--- config.mk ---
export PLATFORM = sky130hd
export DESIGN_NAME = ring_mem_port_flat
export DESIGN_NICKNAME = d
export VERILOG_FILES = /design/src/rtl/ring_mem_port_if.sv /design/src/rtl/ring_mem_port.sv /design/src/flat_wrapper.sv
export SDC_FILE = /design/constraint.sdc
export NUM_CORES = 2
export LEC_CHECK = 0
export CORE_MARGIN = 4
export CORE_UTILIZATION = 40
export CTS_BUF_LIST = sky130_fd_sc_hd__clkbuf_2 sky130_fd_sc_hd__clkbuf_4 sky130_fd_sc_hd__clkbuf_8
export DETAILED_ROUTE_END_ITERATION = 7
export GPL_TIMING_DRIVEN = 1
export PLACE_DENSITY_LB_ADDON = 0.15
export SLEW_MARGIN = 30
export SYNTH_ARGS = -nofsm -noshare
export SYNTH_HDL_FRONTEND = slang
export SYNTH_SLANG_ARGS = --single-unit
--- constraint.sdc ---
create_clock -name clock -period 20.5 [get_ports clock]
set_clock_uncertainty 0.15 [all_clocks]
set_input_delay 2.05 -clock clock [delete_from_list [all_inputs] [get_ports clock]]
set_output_delay 2.05 -clock clock [all_outputs]
set_load 0.05 [all_outputs]
--- src/rtl/ring_mem_port_if.sv ---
// rtl/ring_mem_port_if.sv - ring slot and memory-controller signal bundle for ring_mem_port
interface ring_mem_port_if;
  // ring slot stream
  logic [31:0] RingIn;
  logic [3:0]  SlotTypeIn;
  logic [3:0]  SourceIn;
  logic [31:0] RingOut;
  logic [3:0]  SlotTypeOut;
  logic [3:0]  SourceOut;
  // read-data return ring
  logic [31:0] RDreturn;
  logic [3:0]  RDdest;
  // memory controller command / data
  logic        mcCmdValid;
  logic        mcCmdReady;
  logic        mcCmdWrite;
  logic [27:0] mcCmdAddr;
  logic [31:0] mcWdata;
  logic        mcWdataPop;
  logic [31:0] mcRdata;
  logic        mcRdataValid;
  logic        wdOverflow;

  // the ring station side
  modport slave (
    input  RingIn, SlotTypeIn, SourceIn, mcCmdReady, mcWdataPop, mcRdata, mcRdataValid,
    output RingOut, SlotTypeOut, SourceOut, RDreturn, RDdest,
    output mcCmdValid, mcCmdWrite, mcCmdAddr, mcWdata, wdOverflow
  );

  // the ring / memory controller side
  modport master (
    output RingIn, SlotTypeIn, SourceIn, mcCmdReady, mcWdataPop, mcRdata, mcRdataValid,
    input  RingOut, SlotTypeOut, SourceOut, RDreturn, RDdest,
    input  mcCmdValid, mcCmdWrite, mcCmdAddr, mcWdata, wdOverflow
  );
endinterface

--- src/rtl/ring_mem_port.sv ---
// rtl/ring_mem_port.sv - memory-controller ring station: line commands, read return, exclusive grants
module ring_mem_port #(
  parameter int CMD_DEPTH = 16,
  parameter int WD_DEPTH  = 32,
  parameter int RING_LAT  = 16
) (
  input logic            clock,
  input logic            reset,
  ring_mem_port_if.slave bus
);
  localparam int CAW = $clog2(CMD_DEPTH);
  localparam int CCW = $clog2(CMD_DEPTH + 1);
  localparam int WAW = $clog2(WD_DEPTH);
  localparam int WCW = $clog2(WD_DEPTH + 1);
  localparam int PCW = $clog2(RING_LAT + 1);

  localparam logic [3:0] SLOT_ADDR  = 4'd2;
  localparam logic [3:0] SLOT_WDATA = 4'd3;
  localparam logic [3:0] SLOT_GRANT = 4'd6;
  localparam logic [3:0] SLOT_NULL  = 4'd7;

  // slot decode
  logic isAddr, isUpgrade, isRead, isWrite, isWdata, isNull;
  logic readNack, readAccept, upgNack, upgAccept, grantEmit;

  // snoop-hold delay pipe for reads
  logic [RING_LAT-1:0] pipeValid;
  logic [31:0]         pipeData [RING_LAT];
  logic [PCW-1:0]      pipeOcc;
  logic                pipeExit;

  // command FIFO: {write, src[3:0], lineAddr[27:0]}
  logic [32:0]    cmdMem [CMD_DEPTH];
  logic [CAW-1:0] cmdWp, cmdRp, cmdWp1, cmdWp2, cmdRp1;
  logic [CCW-1:0] cmdCount;
  logic [32:0]    cmdHead;
  logic           cmdNonEmpty, cmdValid, cmdPop, cmdWrPush, cmdRdPush;
  int             cmdRoom;

  // write-data FIFO
  logic [31:0]    wdMem [WD_DEPTH];
  logic [WAW-1:0] wdWp, wdRp;
  logic [WCW-1:0] wdCount;
  logic           wdFull, wdPush, wdPop;

  // grant queue (4 entries of source ids)
  logic [3:0] gqMem [4];
  logic [1:0] gqWp, gqRp;
  logic [2:0] gqCount;
  logic       gqFull;

  // rdTag FIFO (8 entries of source ids awaiting read data)
  logic [3:0] rtMem [8];
  logic [2:0] rtWp, rtRp;
  logic [3:0] rtCount;
  logic       rtFull, rtPush, rtPop, rdTake;
  logic [2:0] rdCnt;

  // count reads currently held in the delay pipe
  always_comb begin
    pipeOcc = '0;
    for (int i = 0; i < RING_LAT; i++) pipeOcc = pipeOcc + PCW'(pipeValid[i]);
  end

  // classify the incoming slot and decide nacks; reads keep one command entry free for writes
  always_comb begin
    isAddr     = (bus.SlotTypeIn == SLOT_ADDR) && (bus.SourceIn != 4'd0) && !bus.RingIn[31];
    isUpgrade  = isAddr && bus.RingIn[28] && bus.RingIn[30];
    isRead     = isAddr && bus.RingIn[28] && !bus.RingIn[30];
    isWrite    = isAddr && !bus.RingIn[28];
    isWdata    = (bus.SlotTypeIn == SLOT_WDATA) && (bus.SourceIn != 4'd0);
    isNull     = (bus.SlotTypeIn == SLOT_NULL);
    readNack   = isRead && ((int'(cmdCount) + int'(pipeOcc) + 2) > CMD_DEPTH);
    readAccept = isRead && !readNack;
    gqFull     = (gqCount == 3'd4);
    upgNack    = isUpgrade && gqFull;
    upgAccept  = isUpgrade && !gqFull;
    grantEmit  = isNull && (gqCount != 3'd0);
  end

  // registered forwarding stage; a pending grant replaces a Null slot
  always_ff @(posedge clock) begin
    if (reset) begin
      bus.RingOut     <= '0;
      bus.SlotTypeOut <= '0;
      bus.SourceOut   <= '0;
    end else if (grantEmit) begin
      bus.RingOut     <= '0;
      bus.SlotTypeOut <= SLOT_GRANT;
      bus.SourceOut   <= gqMem[gqRp];
    end else begin
      bus.RingOut     <= {bus.RingIn[31] | readNack | upgNack, bus.RingIn[30:0]};
      bus.SlotTypeOut <= bus.SlotTypeIn;
      bus.SourceOut   <= bus.SourceIn;
    end
  end

  // delay pipe valid bits shift one stage per cycle
  always_ff @(posedge clock) begin
    if (reset) begin
      pipeValid <= '0;
    end else begin
      pipeValid[0] <= readAccept;
      for (int i = 1; i < RING_LAT; i++) pipeValid[i] <= pipeValid[i-1];
    end
  end

  // delay pipe payload follows the valid bits; payload of empty stages is don't-care
  always_ff @(posedge clock) begin
    pipeData[0] <= {bus.SourceIn, bus.RingIn[27:0]};
    for (int i = 1; i < RING_LAT; i++) pipeData[i] <= pipeData[i-1];
  end

  assign pipeExit = pipeValid[RING_LAT-1];

  // command FIFO head and issue gating: a read head waits while rdTag is full
  assign cmdHead     = cmdMem[cmdRp];
  assign cmdNonEmpty = (cmdCount != '0);
  assign cmdValid    = cmdNonEmpty && !(!cmdHead[32] && rtFull);
  assign cmdPop      = cmdValid && bus.mcCmdReady;

  assign bus.mcCmdValid = cmdValid;
  assign bus.mcCmdWrite = cmdNonEmpty && cmdHead[32];
  assign bus.mcCmdAddr  = cmdNonEmpty ? cmdHead[27:0] : '0;

  // command FIFO push decisions: ring write first, then the read leaving the delay pipe
  always_comb begin
    cmdRoom   = CMD_DEPTH - int'(cmdCount) + (cmdPop ? 1 : 0);
    cmdWrPush = isWrite && (cmdRoom >= 1);
    cmdRdPush = pipeExit && (cmdRoom >= (cmdWrPush ? 2 : 1));
    cmdWp1    = (cmdWp  == CAW'(CMD_DEPTH - 1)) ? '0 : cmdWp  + CAW'(1);
    cmdWp2    = (cmdWp1 == CAW'(CMD_DEPTH - 1)) ? '0 : cmdWp1 + CAW'(1);
    cmdRp1    = (cmdRp  == CAW'(CMD_DEPTH - 1)) ? '0 : cmdRp  + CAW'(1);
  end

  // command FIFO storage; up to two entries written per cycle
  always_ff @(posedge clock) begin
    if (cmdWrPush) cmdMem[cmdWp] <= {1'b1, bus.SourceIn, bus.RingIn[27:0]};
    if (cmdRdPush) cmdMem[cmdWrPush ? cmdWp1 : cmdWp] <= {1'b0, pipeData[RING_LAT-1]};
  end

  // command FIFO pointers and occupancy
  always_ff @(posedge clock) begin
    if (reset) begin
      cmdWp    <= '0;
      cmdRp    <= '0;
      cmdCount <= '0;
    end else begin
      if (cmdWrPush && cmdRdPush)      cmdWp <= cmdWp2;
      else if (cmdWrPush || cmdRdPush) cmdWp <= cmdWp1;
      if (cmdPop) cmdRp <= cmdRp1;
      cmdCount <= cmdCount + CCW'(cmdWrPush) + CCW'(cmdRdPush) - CCW'(cmdPop);
    end
  end

  // write-data FIFO control; a word arriving while full is dropped
  assign wdFull      = (wdCount == WCW'(WD_DEPTH));
  assign wdPush      = isWdata && !wdFull;
  assign wdPop       = bus.mcWdataPop && (wdCount != '0);
  assign bus.mcWdata = (wdCount != '0) ? wdMem[wdRp] : '0;

  // write-data FIFO storage
  always_ff @(posedge clock) begin
    if (wdPush) wdMem[wdWp] <= bus.RingIn;
  end

  // write-data FIFO pointers, occupancy and sticky overflow flag
  always_ff @(posedge clock) begin
    if (reset) begin
      wdWp           <= '0;
      wdRp           <= '0;
      wdCount        <= '0;
      bus.wdOverflow <= 1'b0;
    end else begin
      if (wdPush) wdWp <= (wdWp == WAW'(WD_DEPTH - 1)) ? '0 : wdWp + WAW'(1);
      if (wdPop)  wdRp <= (wdRp == WAW'(WD_DEPTH - 1)) ? '0 : wdRp + WAW'(1);
      wdCount <= wdCount + WCW'(wdPush) - WCW'(wdPop);
      if (isWdata && wdFull) bus.wdOverflow <= 1'b1;
    end
  end

  // grant queue: upgrades push their source, Null slots drain it
  always_ff @(posedge clock) begin
    if (reset) begin
      gqWp    <= '0;
      gqRp    <= '0;
      gqCount <= '0;
    end else begin
      if (upgAccept) begin
        gqMem[gqWp] <= bus.SourceIn;
        gqWp        <= gqWp + 2'd1;
      end
      if (grantEmit) gqRp <= gqRp + 2'd1;
      gqCount <= gqCount + 3'(upgAccept) - 3'(grantEmit);
    end
  end

  // rdTag bookkeeping: push on read acceptance, pop after the eighth returned word
  assign rtFull = (rtCount == 4'd8);
  assign rtPush = cmdPop && !cmdHead[32];
  assign rdTake = bus.mcRdataValid && (rtCount != 4'd0);
  assign rtPop  = rdTake && (rdCnt == 3'd7);

  // rdTag FIFO storage and pointers
  always_ff @(posedge clock) begin
    if (reset) begin
      rtWp    <= '0;
      rtRp    <= '0;
      rtCount <= '0;
    end else begin
      if (rtPush) begin
        rtMem[rtWp] <= cmdHead[31:28];
        rtWp        <= rtWp + 3'd1;
      end
      if (rtPop) rtRp <= rtRp + 3'd1;
      rtCount <= rtCount + 4'(rtPush) - 4'(rtPop);
    end
  end

  // read return: registered word and destination, zero when nothing is returning
  always_ff @(posedge clock) begin
    if (reset) begin
      bus.RDreturn <= '0;
      bus.RDdest   <= '0;
      rdCnt        <= '0;
    end else if (rdTake) begin
      bus.RDreturn <= bus.mcRdata;
      bus.RDdest   <= rtMem[rtRp];
      rdCnt        <= rdCnt + 3'd1;
    end else begin
      bus.RDreturn <= '0;
      bus.RDdest   <= '0;
    end
  end
endmodule

--- src/flat_wrapper.sv ---
// flat-port wrapper written by rule: the top's interface ports become plain ports
module ring_mem_port_flat 
#(
  parameter int CMD_DEPTH = 16,
  parameter int WD_DEPTH  = 32,
  parameter int RING_LAT  = 16
)
  (clock, reset, bus_RingIn, bus_SlotTypeIn, bus_SourceIn, bus_mcCmdReady, bus_mcWdataPop, bus_mcRdata, bus_mcRdataValid, bus_RingOut, bus_SlotTypeOut, bus_SourceOut, bus_RDreturn, bus_RDdest, bus_mcCmdValid, bus_mcCmdWrite, bus_mcCmdAddr, bus_mcWdata, bus_wdOverflow);
  ring_mem_port_if bus_i ();
  input logic clock;
  input logic reset;
  input wire logic [$bits(bus_i.RingIn)-1:0] bus_RingIn;
  input wire logic [$bits(bus_i.SlotTypeIn)-1:0] bus_SlotTypeIn;
  input wire logic [$bits(bus_i.SourceIn)-1:0] bus_SourceIn;
  input wire logic [$bits(bus_i.mcCmdReady)-1:0] bus_mcCmdReady;
  input wire logic [$bits(bus_i.mcWdataPop)-1:0] bus_mcWdataPop;
  input wire logic [$bits(bus_i.mcRdata)-1:0] bus_mcRdata;
  input wire logic [$bits(bus_i.mcRdataValid)-1:0] bus_mcRdataValid;
  output wire logic [$bits(bus_i.RingOut)-1:0] bus_RingOut;
  output wire logic [$bits(bus_i.SlotTypeOut)-1:0] bus_SlotTypeOut;
  output wire logic [$bits(bus_i.SourceOut)-1:0] bus_SourceOut;
  output wire logic [$bits(bus_i.RDreturn)-1:0] bus_RDreturn;
  output wire logic [$bits(bus_i.RDdest)-1:0] bus_RDdest;
  output wire logic [$bits(bus_i.mcCmdValid)-1:0] bus_mcCmdValid;
  output wire logic [$bits(bus_i.mcCmdWrite)-1:0] bus_mcCmdWrite;
  output wire logic [$bits(bus_i.mcCmdAddr)-1:0] bus_mcCmdAddr;
  output wire logic [$bits(bus_i.mcWdata)-1:0] bus_mcWdata;
  output wire logic [$bits(bus_i.wdOverflow)-1:0] bus_wdOverflow;
  assign bus_i.RingIn = bus_RingIn;
  assign bus_i.SlotTypeIn = bus_SlotTypeIn;
  assign bus_i.SourceIn = bus_SourceIn;
  assign bus_i.mcCmdReady = bus_mcCmdReady;
  assign bus_i.mcWdataPop = bus_mcWdataPop;
  assign bus_i.mcRdata = bus_mcRdata;
  assign bus_i.mcRdataValid = bus_mcRdataValid;
  assign bus_RingOut = bus_i.RingOut;
  assign bus_SlotTypeOut = bus_i.SlotTypeOut;
  assign bus_SourceOut = bus_i.SourceOut;
  assign bus_RDreturn = bus_i.RDreturn;
  assign bus_RDdest = bus_i.RDdest;
  assign bus_mcCmdValid = bus_i.mcCmdValid;
  assign bus_mcCmdWrite = bus_i.mcCmdWrite;
  assign bus_mcCmdAddr = bus_i.mcCmdAddr;
  assign bus_mcWdata = bus_i.mcWdata;
  assign bus_wdOverflow = bus_i.wdOverflow;
  ring_mem_port #(.CMD_DEPTH(CMD_DEPTH), .WD_DEPTH(WD_DEPTH), .RING_LAT(RING_LAT)) u_core (.clock(clock), .reset(reset), .bus(bus_i));
endmodule
==> load_flow_metrics.sql <==
INSERT INTO impl_metrics (metric_group, metric, value, unit) VALUES
('run_status', 'run_status', 'finished clean', ''),
('critical_path', 'crit_path_start_kind', 'flop', ''),
('drt', 'routed_wire_length_per_instance', '26.2', 'um'),
('finish', 'finish.utilization', '0.465', ''),
('yosys', 'ys.flop_type', 'sky130_fd_sc_hd__edfxtp_1', ''),
('clocking', 'cts_num_sinks', '2265', ''),
('power', 'power.internal', '8.03', 'mW'),
('critical_path', 'r2r.worst_path.cells', '25', ''),
('yosys', 'synth_enable_flop_cells', '1584', ''),
('yosys', 'synth_xor_area_frac', '0.00324', ''),
('grt', 'gr-usage-met3', '0.0434', ''),
('drt', 'detail_route.vias_per_cell', '5.40', ''),
('clocking', 'ctsHtreeMaxLevel', '5', ''),
('yosys', 'ys_top_cells_by_area', 'sky130_fd_sc_hd__edfxtp_1, sky130_fd_sc_hd__dfxtp_1, sky130_fd_sc_hd__mux4_2, sky130_fd_sc_hd__nand2_1, sky130_fd_sc_hd__o21ai_0', ''),
('clocking', 'postCtsSetupBuffers', '0', ''),
('placement', 'placed_cells', '7942', ''),
('critical_path', 'crit_path_max_fanout', '65', ''),
('yosys', 'synth-compound-area-share', '0.0400', ''),
('grt', 'antenna_found_initial', '36', ''),
('yosys', 'synth.area.mux_share', '0.144', ''),
('timing', 'final_hold_viol_count', '0', ''),
('grt', 'met2_usage', '0.321', ''),
('flow_run', 'maxCapViolations', '0', ''),
('timing', 'final-setup-viol-count', '0', ''),
('grt', 'grt_util_met1', '0.281', ''),
('timing', 'max_freq', '112', 'MHz'),
('yosys', 'netlist_instances', '5208', ''),
('finish', 'post_synthesis_to_final_layout_area_growth', '15.4', '%'),
('critical_path', 'reg2reg_slack', '11.60', 'ns'),
('critical_path', 'cp.arrival', '9.41', 'ns'),
('clocking', 'cts_hold_repair.buffers', '0', ''),
('worst_hold_path', 'hold-path-endpoint', 'u_core.pipeData[1][186]', ''),
('critical_path', 'worst_setup_path_end_kind', 'flop', ''),
('yosys', 'synth.net_count', '5372', ''),
('timing', 'fin_crit_share', '0.434', ''),
('grt', 'grt_start_max_net_pins', '103', ''),
('yosys', 'synth_top_cells_by_count', 'sky130_fd_sc_hd__edfxtp_1, sky130_fd_sc_hd__dfxtp_1, sky130_fd_sc_hd__nand2_1', ''),
('placement', 'placement.io_buffers', '215', ''),
('finish', 'stdcell_count', '8649', ''),
('critical_path', 'worst-setup-path-type', 'reg -> reg', ''),
('clocking', 'clock_tree_from_tritoncts', 'built', ''),
('drt', 'vias_after_detailed_routing', '46700', ''),
('yosys', 'post_synth_and_or_nand_nor_area_fraction', '0.0596', ''),
('drt', 'antenna_violating_nets_post_route', '0', ''),
('finish', 'number_of_nets_in_the_layout', '5682', ''),
('power', 'power.static_leakage', '33.0', 'nW'),
('power', 'pwr-share-clk', '0.380', ''),
('power', 'p_per_area', '111', 'mW/mm2'),
('timing', 'worst_slew_margin_rel', '0.264', ''),
('grt', 'grt_util_all_layers', '0.201', ''),
('yosys', 'synth.most_common_cell', 'sky130_fd_sc_hd__edfxtp_1', ''),
('timing', 'worstMarginPinSlew', '1.10', 'ns'),
('power', 'worst_ir_drop_vdd', '91.4', 'uV'),
('yosys', 'ys_seq_area_frac', '0.714', ''),
('power', 'share_comb_of_total_power', '0.158', ''),
('worst_hold_path', 'worstHoldPathCells', '0', ''),
('finish', 'fillerInstances', '18300', ''),
('floorplan', 'die_y', '471', 'um'),
('placement', 'dp.final_hpwl', '127', 'mm'),
('placement', 'place_congestion', '0.811', ''),
('yosys', 'synth_cell_types', '69', ''),
('clocking', 'cts_root_cell', 'sky130_fd_sc_hd__clkbuf_8', ''),
('floorplan', 'fp-row-count', '169', ''),
('power', 'power_switching', '2.92', 'mW'),
('drt', 'drc_errors', '0', ''),
('drt', 'detailedRoute.firstIterationViolations', '4831', ''),
('floorplan', 'placeable_area', '0.213', 'mm2'),
('timing', 'number_of_slew_limit_violations_in_the_final_report', '0', ''),
('yosys', 'largest_family_of_logic_cells_by_synthesized_area', 'multiplexers', ''),
('timing', 'post-route-min-period', '8.90', 'ns'),
('worst_hold_path', 'worstHoldPathType', 'reg -> reg', '');
layer usage:
layer | vias up | part of all wire
li1 | 20400 | -
met2 | 1799 | 0.47
met5 | - | 0.00018
met4 | 6 | 0.023
met1 | 24100 | 0.43
met3 | 419 | 0.078
cell families after synthesis:
logic type / after synthesis
muxes: 607
xor gates and xnor gates: 30
DFF: 2265
adders and majority gates: 87
AOI/OAI and AO/OA: 542
and+or+nand+nor: 1155
buffers and inverters: 522
how the worst max path moves through the flow:
stage                                      end  slack, ns  cells after the start
final                     u_core.cmdMem[7][18]      11.60                     25
after global routing      u_core.cmdMem[7][18]      11.01                     27
after CTS                  u_core.cmdMem[7][3]      11.38                     25
after detailed placement  u_core.cmdMem[7][15]      10.97                     22
after global placement    u_core.cmdMem[7][14]      10.97                     22
after floorplan             u_core.cmdCount[4]      12.65                     29
power groups by stage:
stage | logic [mW] | clock network, mW | registers, mW
finish | 1.73 | 4.16 | 5.05
global route | 1.85 | 4.49 | 5.06
CTS | 1.76 | 4.28 | 5.05
detailed placement | 1.75 | 0 | 5.15
global placement | 1.72 | 0 | 5.17
floorplan | 1.14 | 0 | 5.15
through the flow:
stage	setup WS (ns)	cell area, um2	hold WS, ns
after floorplan	12.65	85700	0.160
after global placement	10.97	90700	0.160
after detailed placement	10.97	90800	0.162
after CTS	11.38	98800	0.140
after global routing	11.01	98800	0.160
final	11.60	98900	0.140
registers in the layout (all words and copies together), names as in the netlist, 4 cells and up, named ones only:
| name | cells |
|---|---|
| u_core.wdMem | 1024 |
| u_core.cmdMem | 528 |
| u_core.pipeData | 512 |
| u_core.bus.RDreturn | 32 |
| u_core.bus.RingOut | 32 |
| u_core.rtMem | 32 |
| u_core.gqMem | 16 |
| u_core.pipeValid | 16 |
| u_core.wdCount | 6 |
| u_core.cmdCount | 5 |
| u_core.wdRp | 5 |
| u_core.wdWp | 5 |
| u_core.bus.RDdest | 4 |
| u_core.bus.SlotTypeOut | 4 |
| u_core.bus.SourceOut | 4 |
| u_core.cmdRp | 4 |
| u_core.cmdWp | 4 |
| u_core.rtCount | 4 |
placed cells by master, fill, tap and decap left out, types with 6 or more instances in the layout:
master                            Yosys  final
sky130_fd_sc_hd__nand2_1            621    619
sky130_fd_sc_hd__mux2i_1            110    110
sky130_fd_sc_hd__or2_2               16     14
sky130_fd_sc_hd__o21ai_1             77     77
sky130_fd_sc_hd__xor2_1              12     12
sky130_fd_sc_hd__and2_1             104    100
sky130_fd_sc_hd__clkbuf_4             0    148
sky130_fd_sc_hd__dfxtp_4              0      6
sky130_fd_sc_hd__dfxtp_1            681    671
sky130_fd_sc_hd__bufinv_16            0     11
sky130_fd_sc_hd__a22o_1             128    128
sky130_fd_sc_hd__clkbuf_8             0    442
sky130_fd_sc_hd__o21a_1               6      6
sky130_fd_sc_hd__nor2b_1             15     15
sky130_fd_sc_hd__mux4_2             497    497
sky130_fd_sc_hd__nor3_1              13     12
sky130_fd_sc_hd__nor2_1             174    140
sky130_fd_sc_hd__nand3_1            144    144
sky130_fd_sc_hd__clkinv_1             1     50
sky130_fd_sc_hd__buf_4               22    110
sky130_fd_sc_hd__clkdlybuf4s50_1      0    186
sky130_fd_sc_hd__and3_2               0     16
sky130_fd_sc_hd__or3_1                6      6
sky130_fd_sc_hd__xnor2_1             16     16
sky130_fd_sc_hd__a21oi_1             32     30
sky130_fd_sc_hd__clkinv_2             0     40
sky130_fd_sc_hd__clkinvlp_4           0      6
sky130_fd_sc_hd__o21ai_0            254    254
sky130_fd_sc_hd__diode_2              0      9
sky130_fd_sc_hd__nor2_4               0     33
sky130_fd_sc_hd__a221oi_4             0      6
sky130_fd_sc_hd__inv_1              105    104
sky130_fd_sc_hd__edfxtp_1          1584   1584
sky130_fd_sc_hd__ha_1                71     71
sky130_fd_sc_hd__fa_1                16     16
sky130_fd_sc_hd__buf_2               74     23
area by class of cell:
class	instances	area (um2)	share of cell area
Inverter	107	402	0.00406
Antenna cell	9	22.5	0.000228
Tap cell	2821	3530	0.0357
Timing Repair Buffer	330	2990	0.0302
Clock buffer	590	7190	0.0728
Multi-Input combinational cell	2421	22700	0.230
Sequential cell	2265	61200	0.619
Clock inverter	106	764	0.00773
critical path, cell delays in order (launching register included):
cell	delay (ns)
sky130_fd_sc_hd__dfxtp_4	0.40
sky130_fd_sc_hd__buf_6	0.55
sky130_fd_sc_hd__mux4_2	0.64
sky130_fd_sc_hd__mux4_2	0.56
sky130_fd_sc_hd__o21a_1	0.22
sky130_fd_sc_hd__nand2_1	0.16
sky130_fd_sc_hd__inv_1	0.17
sky130_fd_sc_hd__ha_1	0.25
sky130_fd_sc_hd__ha_1	0.23
sky130_fd_sc_hd__nand2_1	0.17
sky130_fd_sc_hd__or4_1	0.18
sky130_fd_sc_hd__ha_1	0.13
sky130_fd_sc_hd__nor4bb_1	0.26
sky130_fd_sc_hd__nand4b_1	0.13
sky130_fd_sc_hd__nor3_1	0.40
sky130_fd_sc_hd__o2111a_1	0.47
sky130_fd_sc_hd__nor2_1	0.10
sky130_fd_sc_hd__inv_1	0.26
sky130_fd_sc_hd__ha_1	0.21
sky130_fd_sc_hd__a21oi_1	0.07
sky130_fd_sc_hd__o2111a_1	0.11
sky130_fd_sc_hd__o32a_1	0.28
sky130_fd_sc_hd__buf_4	0.24
sky130_fd_sc_hd__a21oi_1	0.50
sky130_fd_sc_hd__and2_2	0.79
sky130_fd_sc_hd__or2_2	0.83
Power figures use the tool's default switching activity.
